**src/rtl/store_activation_pkg.sv**
```systemverilog
// ============================================================================
// Module : store_activation_pkg
// Brief  : Shared widths and state encoding for the activation store path.
// Rev    : 1.0 - initial release
// ============================================================================
`default_nettype none

package store_activation_pkg;

  localparam int BRAM_ADDR_BIT_DEF = 32;
  localparam int BRAM_WIDTH_DEF    = 32;
  localparam int WEIGHT_WIDTH_DEF  = 8;
  localparam int BRAM_BYTE_DEF     = BRAM_WIDTH_DEF / 8;

  localparam int DIM_BIT   = 12;
  localparam int TOTAL_BIT = 3 * DIM_BIT;

  localparam logic [1:0] STATE_IDLE  = 2'd0;
  localparam logic [1:0] STATE_RUN   = 2'd1;
  localparam logic [1:0] STATE_FLUSH = 2'd2;

  typedef enum logic [1:0] {
    S_IDLE  = STATE_IDLE,
    S_RUN   = STATE_RUN,
    S_FLUSH = STATE_FLUSH
  } state_t;

endpackage

`default_nettype wire

```
**src/rtl/store_activation_byte_pack_buf.sv**
```systemverilog
// ============================================================================
// Module : byte_pack_buf
// Brief  : Packs byte beats into BRAM words and emits one registered write
//          per word, with byte enables for partial leading/trailing words.
// Rev    : 1.0 - initial release
// ============================================================================
`default_nettype none

module byte_pack_buf
  import store_activation_pkg::*;
#(
  parameter int ADDR_BIT   = BRAM_ADDR_BIT_DEF,
  parameter int DATA_WIDTH = BRAM_WIDTH_DEF,
  parameter int LANE_WIDTH = WEIGHT_WIDTH_DEF,
  parameter int NUM_LANE   = DATA_WIDTH / LANE_WIDTH
) (
  input  logic                  clk,
  input  logic                  rst,
  input  logic                  load,
  input  logic [ADDR_BIT-1:0]   base,
  input  logic                  push,
  input  logic [LANE_WIDTH-1:0] data,
  input  logic                  last,
  output logic                  wr_valid,
  output logic [ADDR_BIT-1:0]   wr_addr,
  output logic [DATA_WIDTH-1:0] wr_data,
  output logic [NUM_LANE-1:0]   wr_mask
);

  localparam int LANE_BIT = $clog2(NUM_LANE);

  logic [DATA_WIDTH-1:0] r_pack;
  logic [NUM_LANE-1:0]   r_mask;
  logic [ADDR_BIT-1:0]   r_byte_addr;

  logic [LANE_BIT-1:0]   w_lane;
  logic [DATA_WIDTH-1:0] w_pack_next;
  logic [NUM_LANE-1:0]   w_mask_next;
  logic                  w_flush;

  // The incoming byte is merged before the flush decision so the emitted word
  // already contains it.
  always_comb begin
    w_lane      = r_byte_addr[LANE_BIT-1:0];
    w_pack_next = r_pack;
    w_mask_next = r_mask;
    w_pack_next[w_lane*LANE_WIDTH +: LANE_WIDTH] = data;
    w_mask_next[w_lane] = 1'b1;
    w_flush     = push && ((&w_lane) || last);
  end

  always_ff @(posedge clk or posedge rst) begin
    if (rst) begin
      r_pack      <= '0;
      r_mask      <= '0;
      r_byte_addr <= '0;
      wr_valid    <= 1'b0;
      wr_addr     <= '0;
      wr_data     <= '0;
      wr_mask     <= '0;
    end else begin
      wr_valid <= w_flush;
      wr_mask  <= w_flush ? w_mask_next : '0;
      wr_data  <= w_flush ? w_pack_next : '0;
      if (w_flush) begin
        wr_addr <= {r_byte_addr[ADDR_BIT-1:LANE_BIT], {LANE_BIT{1'b0}}};
      end
      if (load) begin
        r_byte_addr <= base;
        r_pack      <= '0;
        r_mask      <= '0;
      end else if (push) begin
        r_byte_addr <= r_byte_addr + ADDR_BIT'(1);
        r_pack      <= w_flush ? '0 : w_pack_next;
        r_mask      <= w_flush ? '0 : w_mask_next;
      end
    end
  end

endmodule

`default_nettype wire

```
**src/rtl/store_activation.sv**
```systemverilog
// ============================================================================
// Module : store_activation
// Brief  : Streams 8-bit output activations into BRAM through the byte-write
//          port starting at an arbitrary byte address.
// Rev    : 1.0 - initial release
// ============================================================================
`default_nettype none

module store_activation
  import store_activation_pkg::*;
#(
  parameter int BRAM_ADDR_BIT = BRAM_ADDR_BIT_DEF,
  parameter int BRAM_WIDTH    = BRAM_WIDTH_DEF,
  parameter int WEIGHT_WIDTH  = WEIGHT_WIDTH_DEF,
  parameter int BRAM_BYTE     = BRAM_WIDTH / 8
) (
  input  logic                     clk,
  input  logic                     rst,
  input  logic                     store_start,
  input  logic [BRAM_ADDR_BIT-1:0] base_addr,
  input  logic [DIM_BIT-1:0]       out_width,
  input  logic [DIM_BIT-1:0]       out_height,
  input  logic [DIM_BIT-1:0]       out_channel,
  input  logic                     px_valid,
  input  logic [WEIGHT_WIDTH-1:0]  px_data,
  output logic                     px_ready,
  output logic                     busy,
  output logic                     done,
  output logic                     BRAM_clk,
  output logic                     BRAM_en,
  output logic                     BRAM_rst,
  output logic [BRAM_ADDR_BIT-1:0] BRAM_addr,
  output logic [BRAM_WIDTH-1:0]    BRAM_din,
  output logic [BRAM_BYTE-1:0]     BRAM_wen
);

  state_t               r_state;
  state_t               w_state_next;
  logic [TOTAL_BIT-1:0] r_total;
  logic [TOTAL_BIT-1:0] r_count;
  logic [TOTAL_BIT-1:0] w_total;
  logic                 w_load;
  logic                 w_push;
  logic                 w_last;
  logic                 r_done;
  logic                 w_wr_valid;
  logic [BRAM_BYTE-1:0] w_wr_mask;

  always_comb begin
    w_total      = TOTAL_BIT'(out_width) * TOTAL_BIT'(out_height) * TOTAL_BIT'(out_channel);
    w_load       = (r_state == S_IDLE) && store_start;
    w_push       = (r_state == S_RUN) && px_valid;
    w_last       = (r_count == r_total - TOTAL_BIT'(1));
    w_state_next = r_state;
    case (r_state)
      S_IDLE:  if (store_start && (w_total != '0)) w_state_next = S_RUN;
      S_RUN:   if (w_push && w_last) w_state_next = S_FLUSH;
      S_FLUSH: w_state_next = S_IDLE;
      default: w_state_next = S_IDLE;
    endcase
  end

  always_ff @(posedge clk or posedge rst) begin
    if (rst) begin
      r_state <= S_IDLE;
      r_total <= '0;
      r_count <= '0;
      r_done  <= 1'b0;
    end else begin
      r_state <= w_state_next;
      // An empty map completes from IDLE without ever entering RUN.
      r_done  <= (r_state == S_FLUSH) || (w_load && (w_total == '0));
      if (w_load) begin
        r_total <= w_total;
        r_count <= '0;
      end else if (w_push) begin
        r_count <= r_count + TOTAL_BIT'(1);
      end
    end
  end

  byte_pack_buf #(
    .ADDR_BIT   (BRAM_ADDR_BIT),
    .DATA_WIDTH (BRAM_WIDTH),
    .LANE_WIDTH (WEIGHT_WIDTH),
    .NUM_LANE   (BRAM_BYTE)
  ) u_pack (
    .clk      (clk),
    .rst      (rst),
    .load     (w_load),
    .base     (base_addr),
    .push     (w_push),
    .data     (px_data),
    .last     (w_last),
    .wr_valid (w_wr_valid),
    .wr_addr  (BRAM_addr),
    .wr_data  (BRAM_din),
    .wr_mask  (w_wr_mask)
  );

  assign px_ready = (r_state == S_RUN);
  assign busy     = (r_state != S_IDLE);
  assign done     = r_done;
  assign BRAM_wen = w_wr_valid ? w_wr_mask : '0;
  assign BRAM_clk = clk;
  assign BRAM_en  = 1'b1;
  assign BRAM_rst = 1'b0;

endmodule

`default_nettype wire

```
**config.mk**
```make
export PLATFORM = sky130hd
export DESIGN_NAME = store_activation
export DESIGN_NICKNAME = d
export VERILOG_FILES = /design/src/rtl/store_activation_pkg.sv /design/src/rtl/store_activation_byte_pack_buf.sv /design/src/rtl/store_activation.sv
export SDC_FILE = /design/constraint.sdc
export NUM_CORES = 2
export LEC_CHECK = 0
export BUFFER_PORTS_ARGS = -buffer_cell sky130_fd_sc_hd__buf_2
export CAP_MARGIN = 5
export CORE_MARGIN = 3
export CORE_UTILIZATION = 35
export DETAILED_ROUTE_END_ITERATION = 16
export PLACE_DENSITY = 0.57
export SYNTH_ARGS = -nofsm -noshare
export SYNTH_HDL_FRONTEND = slang
export SYNTH_SLANG_ARGS = --single-unit
```
**constraint.sdc**
```tcl
create_clock -name clk -period 7.45 [get_ports clk]
set_input_delay 0.745 -clock clk [delete_from_list [all_inputs] [get_ports clk]]
set_output_delay 0.745 -clock clk [all_outputs]
set_load 0.05 [all_outputs]
```
==> metrics.txt <==
outcome=complete, but fails checks; failing checks=setup timing; CTS Hold Bufs=0; GRT Resource Usage Total=17.50%; most used cell, CP=fa_1; GPL Wtd Cong=0.8767; gr ovfl total=0; Die X=269.3 microns; Post-DP HPWL=50,580 microns; Die ar.=0.07254 sq mm; critical path arrival=10,960 ps; setup violators final=27; largest net degree at the start of global routing=108; row cnt=95; Layout area overhead=29.17%; RSZ-0062 raised after global routing=yes; DRC viols=0; Post-synth EDFFs=0; Vias=19,790; count of final hold-check violations=0; crit path buf inv count=8; ANT nets after route=0; Antenna Cells=0; crit share post-route=139.9%; Clock Latency Late Sink=640 ps; Filler cells=6,553; critical path peak fanout=4; core area=0.06799 sq mm; Worst Hold Class=in2async; synth top area cells=fa_1, dfrtp_1, ha_1, inv_1, nand2_1; number of I/O pins=154; drt wl/cell=15.58 microns; top cell type's share of synthesized area=26.39%; synth warn=0; drt first pass iters=5; Final nets=3,662; final worst path period need=10,420 ps; initial core utilization=35.70%; initial drt markers=1,009; WS Path Type=in2reg; first-pass GRT wire length=107,000 microns; R2R setup slack=2870 ps; synthesized area=0.02427 sq mm; critical path launch point type=primary input; Relative slew margins=27.95%; critical path's top delay family=adder cells; maxcap violations=0; register bit total from synthesis=210; Syn Inst Count=2,699; cell taking the most area after synthesis=fa_1; final WL=63,140 microns; die height=269.3 microns; Worst Max-Slew Pin Slew=1072 ps; I/O Buffers=149; CTS tree=yes; area occupied by multi-input gates=0.01865 sq mm; initial antenna violation count=0; final worst slack=-2973 ps; vias in the first global route=21,330; post-synthesis average cell area=8.993 sq um; hold slack=246.4 ps; Reg clk slew, reported paths=60 ps; Slowest cell on crit path=fa_1; Seq/Total Area, Yosys=21.65%; Pins Over Slew Limit=0; skew final=28.76 ps; FFs w/ async S/R, synth=100.0%; crit-path max cell delay=570 ps; Synth Flop Type=dfrtp_1; Netlist cell types=87; layout cells sized above 1=27.91%; Via density=4.884; required time of the critical path=7990 ps; max frequency=95.94 MHz; Setup crit end kind=register; Storage cell area=0.005255 sq mm
## flip-flops by register name, summed over array words and instances, names as in the netlist
name / cells
r_state: 2
r_count: 36
u_pack.wr_valid: 1
u_pack.r_mask: 4
r_total: 36
u_pack.wr_addr: 30
done: 1
u_pack.wr_data: 32
u_pack.wr_mask: 4
u_pack.r_pack: 32
u_pack.r_byte_addr: 32
## path summary, 6_finish.rpt
check,from,to,depth (start not counted)
worst min-delay path,rst,u_pack.wr_data[16],2
max in group asynchronous,rst,r_count[2],4
min in group clk,base_addr[24],u_pack.r_byte_addr[24],3
worst max register to register,r_total[0],u_pack.wr_addr[6],11
worst max-delay path,out_height[6],done,40
worst min register to register,u_pack.wr_addr[11],u_pack.wr_addr[11],1
## per-layer routing
metal  up-vias  wire length [microns]  track usage, %
li1       9443                      -               -
met1      9908                  28240           22.94
met2       354                  31610           31.31
met3        84                   2092           1.529
met4         0                   1194           4.139
met5         -                      0               0
## final cells by class
type,count,share of cell area [%]
multi-input combinational,1949,59.49
sequential,210,16.76
timing repair buffer,520,12.59
inverter,408,4.917
tap,921,3.675
clock buffer,38,2.351
clock inverter,6,0.2155
## logic make-up after synthesis
family	Yosys count	synth area share (%)
AND/OR/NAND/NOR	966	19.42
buffers and inverters	542	8.732
adder cells (fa/ha/maj)	466	33.92
AO/OA/AOI/OAI	334	9.398
flip-flops	210	21.65
XOR/XNOR	138	4.980
multiplexers	41	1.866
other	2	0.03094
## what timing repair did
action                                 CTS  global route
endpoints found under the hold margin    0             0
setup endpoints to repair               29            29
buffers inserted                        35            39
resized for setup                      202           137
gates cloned                             2             0
pin swaps                              151           118
## cells in the final DEF (no fill, tap or decap), drive strengths merged, types with 7 or more instances in the layout
| cell | instances |
|---|---|
| buf | 518 |
| inv | 406 |
| nand2 | 381 |
| fa | 320 |
| dfrtp | 210 |
| and2 | 176 |
| nor2 | 162 |
| ha | 146 |
| o21ai | 80 |
| xnor2 | 79 |
| a21oi | 67 |
| xor2 | 59 |
| nand3 | 49 |
| clkbuf | 39 |
| a22oi | 35 |
| a22o | 34 |
| and3 | 34 |
| mux2 | 34 |
| nor3 | 31 |
| nand4 | 27 |
| nor4 | 21 |
| a21o | 19 |
| nand2b | 16 |
| or4 | 14 |
| o211ai | 12 |
| nor2b | 12 |
| or3 | 11 |
| a31oi | 10 |
| o31ai | 10 |
| a211oi | 8 |
| mux2i | 7 |
| o21a | 7 |
| or2 | 7 |
| a311oi | 7 |
| a2111oi | 7 |
## stage by stage
| stage | instance area [sq um] | std cells | utilization, % | setup slack (ps) | TNS, ps |
|---|---|---|---|---|---|
| final | 31350 | 4052 | 46.11 | -2973 | -41670 |
| after global routing | 31350 | 4052 | 46.11 | -3411 | -50600 |
| after CTS | 30550 | 4019 | 44.93 | -3100 | -41660 |
| after detailed placement | 28560 | 3943 | 42.00 | -4302 | -74170 |
| after global placement | 28560 | 3943 | 42.00 | -4185 | -71830 |
| after floorplan | 25190 | 2701 | - | -3396 | -46660 |
## synth_stat cells (11+ instances only)
cell and instances:
nand2b_1 16, fa_1 320, clkbuf_1 100, mux2_1 28
or4_1 12, a22oi_1 34, a21o_1 19, o21ai_0 75
nor2b_1 12, inv_1 404, buf_1 11, xor2_1 59
nor4_1 17, nor2_1 162, and2_1 175, or3_1 11
ha_1 146, nand3_1 49, a22o_1 34, xnor2_1 79
and3_1 33, nand2_1 381, a21oi_1 66, nor3_1 31
o211ai_1 11, nand4_1 27, dfrtp_1 210
Power is left out: the tool's default activity adds up to more than one toggle a clock period on the data nets, which glitch-free logic cannot reach.
